--- src/rtl/rsensor_ctrl_if.sv ---
// rsensor_ctrl_if: sensor-side and result-side signals of the range sensor controller.
//   in_start    request one measurement
//   in_echo     asynchronous echo from the sensor
//   out_trig    trigger pulse to the sensor
//   out_busy    controller is not idle
//   out_valid   one-cycle pulse when a new result is published
//   out_width   last echo width, all-ones on timeout
//   out_timeout last result was a timeout
interface rsensor_ctrl_if #(
    parameter int CNT_W = 16
);
    logic             in_start;
    logic             in_echo;
    logic             out_trig;
    logic             out_busy;
    logic             out_valid;
    logic [CNT_W-1:0] out_width;
    logic             out_timeout;
    modport master (
        output in_start, in_echo,
        input  out_trig, out_busy, out_valid, out_width, out_timeout
    );
    modport slave (
        input  in_start, in_echo,
        output out_trig, out_busy, out_valid, out_width, out_timeout
    );
endinterface

--- src/rtl/rsensor_ctrl.sv ---
// rsensor_ctrl: ultrasonic range sensor trigger / echo-width measurement controller.
//   in_clk, in_rst  single rising-edge clock, synchronous active-high reset
//   bus (slave)     in_start, in_echo in; out_trig, out_busy, out_valid,
//                   out_width, out_timeout out (all outputs registered)
//   RSENSOR_CTRL_AUTO_EN  when defined, triggers free-run and in_start is ignored
module rsensor_ctrl #(
    parameter int TRIG_CYCLES    = 10,
    parameter int TIMEOUT_CYCLES = 1000,
    parameter int HOLDOFF_CYCLES = 50,
    parameter int TICK_DIV       = 1,
    parameter int CNT_W          = 16
) (
    input logic           in_clk,
    input logic           in_rst,
    rsensor_ctrl_if.slave bus
);
    localparam int PH_MAX = (TRIG_CYCLES > HOLDOFF_CYCLES) ? TRIG_CYCLES : HOLDOFF_CYCLES;
    localparam int PH_W   = $clog2(PH_MAX + 1);
    localparam int TO_W   = $clog2(TIMEOUT_CYCLES + 1);
    localparam int PS_W   = $clog2(TICK_DIV + 1);
`ifdef RSENSOR_CTRL_AUTO_EN
    localparam bit AUTO = 1'b1;
`else
    localparam bit AUTO = 1'b0;
`endif

    typedef enum logic [2:0] {
        S_IDLE, S_TRIG, S_WAIT, S_MEAS, S_DONE, S_HOLD
    } state_t;

    state_t           state_q, state_d;
    logic [1:0]       sync_q;
    logic             echo_prev_q;
    logic [PH_W-1:0]  ph_q, ph_d;
    logic [TO_W-1:0]  to_q, to_d;
    logic [PS_W-1:0]  ps_q, ps_d, ps_in;
    logic [CNT_W-1:0] cnt_q, cnt_d, cnt_in;
    logic [CNT_W-1:0] width_q, width_d;
    logic             tmo_q, tmo_d;
    logic             trig_q, busy_q, valid_q;
    logic             echo_s, rise, expire, tick, go;

    always_comb begin
        echo_s  = sync_q[1];
        rise    = echo_s && !echo_prev_q;
        expire  = to_q == TO_W'(TIMEOUT_CYCLES - 1);
        go      = AUTO || bus.in_start;
        // Outside MEASURE the width step starts from zero, so the cycle that
        // detects the rise is already counted; this cancels the synchronizer
        // delay and makes an E-clock echo measure exactly E.
        ps_in   = (state_q == S_MEAS) ? ps_q : '0;
        cnt_in  = (state_q == S_MEAS) ? cnt_q : '0;
        tick    = ps_in == PS_W'(TICK_DIV - 1);
        state_d = state_q;
        ph_d    = ph_q;
        to_d    = to_q;
        ps_d    = ps_q;
        cnt_d   = cnt_q;
        width_d = width_q;
        tmo_d   = tmo_q;
        case (state_q)
            S_IDLE: begin
                if (go) begin
                    state_d = S_TRIG;
                    ph_d    = '0;
                end
            end
            S_TRIG: begin
                ph_d = ph_q + 1'b1;
                if (ph_q == PH_W'(TRIG_CYCLES - 1)) begin
                    state_d = S_WAIT;
                    to_d    = '0;
                end
            end
            S_WAIT, S_MEAS: begin
                to_d  = to_q + 1'b1;
                ps_d  = tick ? '0 : ps_in + 1'b1;
                cnt_d = (tick && cnt_in != '1) ? cnt_in + 1'b1 : cnt_in;
                // An echo fall takes priority over a coincident timeout.
                if (state_q == S_MEAS && !echo_s) begin
                    state_d = S_DONE;
                    width_d = cnt_q;
                    tmo_d   = 1'b0;
                end else if (expire) begin
                    state_d = S_DONE;
                    width_d = '1;
                    tmo_d   = 1'b1;
                end else if (state_q == S_WAIT && rise) begin
                    state_d = S_MEAS;
                end
            end
            S_DONE: begin
                state_d = S_HOLD;
                ph_d    = '0;
            end
            S_HOLD: begin
                ph_d = ph_q + 1'b1;
                if (ph_q == PH_W'(HOLDOFF_CYCLES - 1)) begin
                    state_d = AUTO ? S_TRIG : S_IDLE;
                    ph_d    = '0;
                end
            end
            default: state_d = S_IDLE;
        endcase
    end

    always_ff @(posedge in_clk) begin
        if (in_rst) begin
            state_q     <= S_IDLE;
            sync_q      <= '0;
            echo_prev_q <= 1'b0;
            ph_q        <= '0;
            to_q        <= '0;
            ps_q        <= '0;
            cnt_q       <= '0;
            width_q     <= '0;
            tmo_q       <= 1'b0;
            trig_q      <= 1'b0;
            busy_q      <= 1'b0;
            valid_q     <= 1'b0;
        end else begin
            state_q     <= state_d;
            sync_q      <= {sync_q[0], bus.in_echo};
            echo_prev_q <= echo_s;
            ph_q        <= ph_d;
            to_q        <= to_d;
            ps_q        <= ps_d;
            cnt_q       <= cnt_d;
            width_q     <= width_d;
            tmo_q       <= tmo_d;
            trig_q      <= state_d == S_TRIG;
            busy_q      <= state_d != S_IDLE;
            valid_q     <= state_d == S_DONE;
        end
    end

    assign bus.out_trig    = trig_q;
    assign bus.out_busy    = busy_q;
    assign bus.out_valid   = valid_q;
    assign bus.out_width   = width_q;
    assign bus.out_timeout = tmo_q;
endmodule

--- src/flat_wrapper.sv ---
// flat-port wrapper written by rule: the top's interface ports become plain ports
module rsensor_ctrl_flat 
#(
    parameter int TRIG_CYCLES    = 10,
    parameter int TIMEOUT_CYCLES = 1000,
    parameter int HOLDOFF_CYCLES = 50,
    parameter int TICK_DIV       = 1,
    parameter int CNT_W          = 16
)
  (in_clk, in_rst, bus_in_start, bus_in_echo, bus_out_trig, bus_out_busy, bus_out_valid, bus_out_width, bus_out_timeout);
  rsensor_ctrl_if #(.CNT_W(CNT_W)) bus_i ();
  input logic in_clk;
  input logic in_rst;
  input wire logic [$bits(bus_i.in_start)-1:0] bus_in_start;
  input wire logic [$bits(bus_i.in_echo)-1:0] bus_in_echo;
  output wire logic [$bits(bus_i.out_trig)-1:0] bus_out_trig;
  output wire logic [$bits(bus_i.out_busy)-1:0] bus_out_busy;
  output wire logic [$bits(bus_i.out_valid)-1:0] bus_out_valid;
  output wire logic [$bits(bus_i.out_width)-1:0] bus_out_width;
  output wire logic [$bits(bus_i.out_timeout)-1:0] bus_out_timeout;
  assign bus_i.in_start = bus_in_start;
  assign bus_i.in_echo = bus_in_echo;
  assign bus_out_trig = bus_i.out_trig;
  assign bus_out_busy = bus_i.out_busy;
  assign bus_out_valid = bus_i.out_valid;
  assign bus_out_width = bus_i.out_width;
  assign bus_out_timeout = bus_i.out_timeout;
  rsensor_ctrl #(.TRIG_CYCLES(TRIG_CYCLES), .TIMEOUT_CYCLES(TIMEOUT_CYCLES), .HOLDOFF_CYCLES(HOLDOFF_CYCLES), .TICK_DIV(TICK_DIV), .CNT_W(CNT_W)) u_core (.in_clk(in_clk), .in_rst(in_rst), .bus(bus_i));
endmodule
--- config.mk ---
export PLATFORM = sky130hd
export DESIGN_NAME = rsensor_ctrl_flat
export DESIGN_NICKNAME = d
export VERILOG_FILES = /design/src/rtl/rsensor_ctrl_if.sv /design/src/rtl/rsensor_ctrl.sv /design/src/flat_wrapper.sv
export SDC_FILE = /design/constraint.sdc
export NUM_CORES = 1
export LEC_CHECK = 0
export CAP_MARGIN = 20
export CORE_MARGIN = 3
export CORE_UTILIZATION = 54
export CTS_BUF_LIST = sky130_fd_sc_hd__clkbuf_8
export DETAILED_ROUTE_END_ITERATION = 8
export GPL_ROUTABILITY_DRIVEN = 0
export GPL_TIMING_DRIVEN = 0
export PLACE_DENSITY = 0.78
export SKIP_LAST_GASP = 1
export SYNTH_ARGS = -nofsm -noshare
export SYNTH_HDL_FRONTEND = slang
export SYNTH_SLANG_ARGS = --single-unit
--- constraint.sdc ---
create_clock -name in_clk -period 2.1 [get_ports in_clk]
set_input_delay 0.42 -clock in_clk [delete_from_list [all_inputs] [get_ports in_clk]]
set_output_delay 0.42 -clock in_clk [all_outputs]
set_load 0.01 [all_outputs]
# Word-level counts from Yosys, hierarchy flattened
# Cells that the tools add are included.
# op_classes
reduce_logical	15
n_eq_ne	13
n_mux	20
addsub	4
bitwise	1
# ops
cell	count
16-bit 2-to-1 mux	4
6-bit one-hot mux with 4 select lines	1
10-bit one-hot mux with 2 select lines	1
3-bit 2-to-1 mux	6
16-bit by 1-bit adder with 16-bit output, second input constant	1
16-bit inequality test, second input constant	1
3-bit one-hot mux with 5 select lines	1
6-bit 2-to-1 mux	2
10-bit by 1-bit adder with 10-bit output, second input constant	1
10-bit equality test, second input constant	1
10-bit 2-to-1 mux	1
3-bit equality test, second input constant	3
6-bit by 1-bit adder with 6-bit output, second input constant	1
3-bit by 1-bit equality test with 1-bit output, second input constant	2
3-bit by 2-bit equality test with 1-bit output, second input constant	2
6-bit by 4-bit equality test with 1-bit output, second input constant	1
6-bit equality test, second input constant	1
2-bit AND reduction	3
1-bit logical AND	4
1-bit 2-to-1 mux	4
2-bit nonzero test	2
4-bit nonzero test	1
3-bit zero test	1
3-bit nonzero test	1
6 further kinds	7
# word_totals
out_inout_bits	20
inputBits	4
regBits	59

# Depth between registers and ports, before layout
# Gate-level depths: netlist (run 1).
# depth
word_depth	8
ltp_mapped	10
mapped_depth_nobuf	7

# Worst setup path before layout (run 1)
# OpenSTA, ideal clock, no wires.
# synth_path
path_type	register to register
startpoint	register u_core.state_q[2]
endpoint	register u_core.cnt_q[13]
arrival_ns	2.143
stages_incl_launch_ff	10
period_less_slack_ns	2.264
required_time_ns	1.979
setup_ns	0.121
slack_ns	-0.164
cell_sequence	dfxtp_1 clkbuf_1 nor2b_1 and3_1 ha_1 and3_1 and4_1 clkbuf_1 nor4_1 mux2_2
# synth_via
elab_chain_cells	5
elab_cells_between_ends	10
cone_classes	add/sub (1); eq/ne (3); mux (3); bitwise (1); reduce/logical (2)
# synth_rtl
element	line_no	source
start, declared	rsensor_ctrl.sv:31	state_t state_q, state_d;
start signal, assigned	rsensor_ctrl.sv:122	state_q <= state_d;
parallel branches: the longest is 5 deep, another holds 16-bit by 1-bit adder with 16-bit output	-	
end signal, assigned	rsensor_ctrl.sv:128	cnt_q <= cnt_d;
end, declared	rsensor_ctrl.sv:37	logic [CNT_W-1:0] cnt_q, cnt_d, cnt_in;
# Several ways; the timed one is not identified.
# A chain may end at the register's enable or synchronous reset.

# Worst setup path in the final report (run 1)
# layout_path
startpoint	register u_core.state_q[1]
endpoint	register u_core.cnt_q[11]
# The elaborated chain is that of the path after synthesis.

==> metrics.yaml, run 1 <==
grt_pass1_vias: 2614
first_pass_iters: 4
cts.clk_slew.worst_paths_ps: 60
post_dp_cell_area_um2: 3271
worstPathBufferInverterCount: 2
cp_slowest_cell: "or4_4"
final_area_um2: 3548
syn_avg_cell_area_um2: 8.439
fp.coreArea_um2: 5172
drtIter0Drc: 194
clock_latency_ps: 340
fin_skew_ps: 6.425
antenna_found_initial: 0
status: "complete, no violations"
wl_per_cell_um: 15.46
p_per_area_nw_per_um2: 626.3
drv_slew: 0
hold_buffers: 0
die-area_um2: 6309
ir_worst_vdd_uv: 547.5
io_buffer_count: 23
synth_cell_types: 58
max_stage_delay_ps: 540
path_max_fanout: 5
relSlewSlack: 0.5385
rsz0062_at_grt: "false"
numCtsBuffers: 9
grtUsageTotal: 0.2439
detail_route.vias_per_cell: 5.903
p_leak_uw: 0.001198
worst_pin_slew_ps: 687.0
syn_inst: 345
start_util: 0.5629
synth_top_flop_cell: "dfxtp_1"
syn_area_um2: 2912
startpoint_type: "flop"
syn_nets: 353
cap_viol_max_count: 0
nets: 390
hold_violations: 0
drc: 0
critPathMostFrequentCell: "buf_6"
synth_top_area_share: 0.3988
die_h_um: 79.43
clock-root-buffer: "clkbuf_8"
min_period_over_period: 0.9635
async_reset_ff_frac: 0
ios: 24
drive_gt1_frac: 0.1429
fin_util: 0.6860
yosysWarnings: 0
ys_ff_latch: 58
totalWireLength_mm: 7.035
tritoncts: "built"
diodes: 0
grt_overflow_total: 0
setup_violations: 0
post-synth-top-count-cell: "dfxtp_1"
crit_family: "simple AND/OR/NAND/NOR gates"
worstPathArrival_ps: 2290
fmaxAchievable_ghz: 0.4942
htree_levels: 3
synth_area_leaders: "dfxtp_1 (40%), nand2_1 (4.6%), nand3_1 (4.3%), nor2_1 (4.1%), mux2i_1 (3.8%)"
period_minus_slack_ps: 2023
clk_path_buf_depth: 2
dp_hpwl_mm: 4.931
yosysTopAreaCell: "dfxtp_1"
endpoint_kind: "flop"
hp-class: "flop to flop"
fp-row-count: 26
grt_max_degree: 11
syn_to_final_growth_pct: 21.87
crit_required_ps: 2360
cts.sinks: 58
path_cells: "buf_6 > and3b_1 > buf_6 > and2_4 > ha_4 > nand3_2 > or4_4 > a311o_1 > o21ai_0"
yosys-top-cells-count: "dfxtp_1 (58), nand2_1 (36), nor2_1 (32)"
drtAntennaViolNets: 0
synth_seq_area_share: 0.3988
dr_total_vias: 2686
synth_edf_count: 0
chipWidth_um: 79.43
grt_first_pass_wirelength_mm: 11.97
critical_path_class: "flop to flop"
## what timing repair did
item,4_1_cts,5_1_grt
gates resized for setup,9,9
pin swaps,2,2
setup buffers,1,3
endpoints found under the setup margin,9,19
## registers in the layout, indices dropped and copies added, names as in the netlist, 2 cells and up
register and count:
u_core.to_q 10, u_core.ph_q 6, u_core.bus.out_width 16, u_core.cnt_q 16
u_core.state_q 3, u_core.sync_q 2
## worst paths after layout
check	start	to	slack, ps	cells after the start
setup / recovery	u_core.state_q[1]$_SDFF_PP0_	u_core.cnt_q[11]$_SDFFE_PP0P_	80	9
hold / removal	u_core.sync_q[0]$_SDFF_PP0_	u_core.sync_q[1]$_SDFF_PP0_	440	1
setup reg to reg	u_core.state_q[1]$_SDFF_PP0_	u_core.cnt_q[11]$_SDFFE_PP0P_	80	9
hold reg to reg	u_core.sync_q[0]$_SDFF_PP0_	u_core.sync_q[1]$_SDFF_PP0_	440	1
## where the power goes
group / switching (µW) / internal [µW] / leakage, µW
logic: 56.1 / 31.6 / 0.000628
clock network: 423 / 595 / 0.000101
registers: 6.92 / 1110 / 0.000469
## stage by stage
step | cells | power (µW) | hold WS, ps | setup TNS [ps] | setup slack [ps]
floorplan | 345 | 1193 | 413.8 | -107.6 | -56.63
global placement | 438 | 1225 | 419.7 | -4214 | -306.8
detailed placement | 438 | 1227 | 429.1 | -6130 | -372.4
CTS | 452 | 2235 | 443.9 | 0 | 0.8444
global route | 455 | 2312 | 460.1 | 0 | 0.2014
finish | 455 | 2222 | 439.8 | 0 | 76.61
## logic make-up after synthesis
kind of cell,share of synthesized area
AO/OA/AOI/OAI,0.1771
XOR/XNOR,0.01504
adder cells (fa/ha/maj),0.01719
buffers and inverters,0.07262
flip-flops,0.3988
multiplexers,0.04555
AND/OR/NAND/NOR,0.2737
## worst register-to-register path, stage by stage, from the launching register on
cell     delay [ps]
dfxtp_1         320
buf_6           100
and3b_1         170
buf_6           100
and2_4          130
ha_4            130
nand3_2         110
or4_4           540
a311o_1         280
o21ai_0          70
## layer usage
layer  track usage  vias up  wire, µm
met3       0.07336       16       341
met5             0        -         0
met4       0.09622        0       123
met2        0.4207       73      3525
li1              -     1323         -
met1        0.2809     1274      3045
## cells in the final DEF, fill, tap and decap left out, types with 3 or more instances in the layout
master,Yosys,final
nand2_1,36,36
xnor2_1,5,5
a311oi_1,4,4
a31oi_1,3,3
dfxtp_1,58,57
clkbuf_8,0,11
buf_4,1,5
clkbuf_1,18,15
buf_6,1,4
nand2b_1,7,7
or4_1,5,4
mux2i_1,11,11
nand3_1,25,24
a211oi_1,11,11
nor2b_1,5,4
a211oi_2,8,8
a21oi_1,8,8
nand4_1,7,7
nor4_1,8,5
clkdlybuf4s50_1,0,23
nor2_1,32,32
a21boi_0,3,3
inv_1,23,23
nor3_1,4,4
o21ai_0,4,4
and4_1,4,3
## area by class of cell
cell class                 count  area, µm²
sequential                    58       1162
clock inverter                 3      40.04
tap                           70      87.58
fill                         413       1624
clock buffer                  11      151.4
inverter                      23      86.33
buffer                        24      142.6
timing repair buffer          27      260.3
multi-input combinational    239       1618
Power figures use the tool's default switching activity.
==> run 2: changes to the inputs <==
Settings changed: MAX_ROUTING_LAYER from default to met4.
==> metrics.yaml, run 2 (synthesis results as in run 1) <==
drive_gt1_frac: 0.1429
relSlewSlack: 0.5502
final_common_cell: "dfxtp_1"
fill_cells: 413
grt_max_degree: 11
grtUsageTotal: 0.2500
layout_common_cells: "dfxtp_1 (57), nand2_1 (36), nor2_1 (32), nand3_1 (24)"
fin_setup_tns_ps: 0
crit_required_ps: 2380
totalWireLength_mm: 7.084
fp.coreArea_um2: 5172
diodes: 0
ios: 24
drtAntennaViolNets: 0
endpoint_kind: "flop"
die-area_um2: 6309
cts.clk_slew.worst_paths_ps: 60
cts.sinks: 58
fp-row-count: 26
clk_path_buf_depth: 2
critical_path_class: "flop to flop"
drtIter0Drc: 245
grt_overflow_total: 0
drc: 0
grt_first_pass_wirelength_mm: 11.96
setup_violations: 0
drv_slew: 0
timing.final.ws_setup_ps: 76.28
rsz0062_at_grt: "false"
ir_worst_vdd_uv: 547.7
clock-root-buffer: "clkbuf_8"
startpoint_type: "flop"
antenna_found_initial: 0
status: "complete, no violations"
finalPower_uw: 2229
hold_violations: 0
dp_worst_setup_slack_ps: -372.4
wl_per_cell_um: 15.57
cap_viol_max_count: 0
hold_buffers: 0
htree_levels: 3
path_max_fanout: 5
worstPathArrival_ps: 2310
die_h_um: 79.43
worst_pin_slew_ps: 669.5
nets: 390
chipWidth_um: 79.43
fin_skew_ps: 9.065
clock_latency_ps: 340
period_minus_slack_ps: 2024
start_util: 0.5629
p_per_area_nw_per_um2: 628.3
tritoncts: "built"
grt_pass1_vias: 2616
fmaxAchievable_ghz: 0.4941
first_pass_iters: 5
syn_to_final_growth_pct: 21.87
min_period_over_period: 0.9637
dr_total_vias: 2688
dp_hpwl_mm: 4.931
numCtsBuffers: 9
io_buffer_count: 23
hp-class: "flop to flop"
detail_route.vias_per_cell: 5.908
p_leak_uw: 0.001198
[run 2: cell counts in the layout (fill, tap and decap cells not counted)]
No cell type changed its count.
[run 2: per-stage QoR]
stage | area, µm² | std cells | utilization | hold slack (ps)
4_1_cts | 3501 | 452 | 0.6768 | 443.9
2_1_floorplan | 2953 | 345 | - | 413.8
3_3_place_gp | 3271 | 438 | 0.6323 | 419.7
3_5_place_dp | 3271 | 438 | 0.6323 | 429.1
5_1_grt | 3548 | 455 | 0.6860 | 460.1
6_report | 3548 | 455 | 0.6860 | 439.4
[run 2: repair_timing]
item,CTS,global route
pin swaps,2,2
gates resized for setup,9,9
setup buffers,1,3
endpoints found under the setup margin,9,19
[run 2: metal layers]
layer / vias to the layer above / share of wire / GRT usage / wire length (µm)
met1: 1274 / 0.43 / 0.2787 / 3045
met4: 0 / 0.019 / 0.09622 / 134
met2: 79 / 0.49 / 0.4215 / 3496
li1: 1320 / - / - / -
met3: 15 / 0.057 / 0.07336 / 407
met5: - / 0 / - / 0
[run 2: worst paths after layout]
path	from	depth (start not counted)	slack, ps	to
max	u_core.state_q[1]$_SDFF_PP0_	9	80	u_core.cnt_q[9]$_SDFFE_PP0P_
min reg2reg	u_core.sync_q[0]$_SDFF_PP0_	1	440	u_core.sync_q[1]$_SDFF_PP0_
min	u_core.sync_q[0]$_SDFF_PP0_	1	440	u_core.sync_q[1]$_SDFF_PP0_
max reg2reg	u_core.state_q[1]$_SDFF_PP0_	9	80	u_core.cnt_q[9]$_SDFFE_PP0P_
[run 2: layout make-up]
class	count	area [µm²]	share of cell area
plain buffers	24	142.6	0.04020
clock buffers	11	151.4	0.04267
clock inverters	3	40.04	0.01128
inverters	23	86.33	0.02433
multi-input cells	239	1618	0.4559
flip-flops and latches	58	1162	0.3276
well taps	70	87.58	0.02468
repair buffers	27	260.3	0.07334
[run 2: power by group]
part           switching (µW)  internal (µW)
Sequential               6.96           1110
Clock                     430            595
Combinational            56.3           31.6
Total                     493           1740
[run 2: critical path: stages, from the launching register on]
cell,delay [ps]
dfxtp_1,320
buf_6,100
and3b_1,170
buf_6,100
and2_4,130
ha_4,130
nand3_2,110
or4_4,540
a211o_1,300
nand3_1,60
==> run 3: changes to the inputs <==
Settings changed: SLEW_MARGIN from default to 10.
==> results of run 3 <==
Final layout, timing and power as in run 2 (identical DEF).
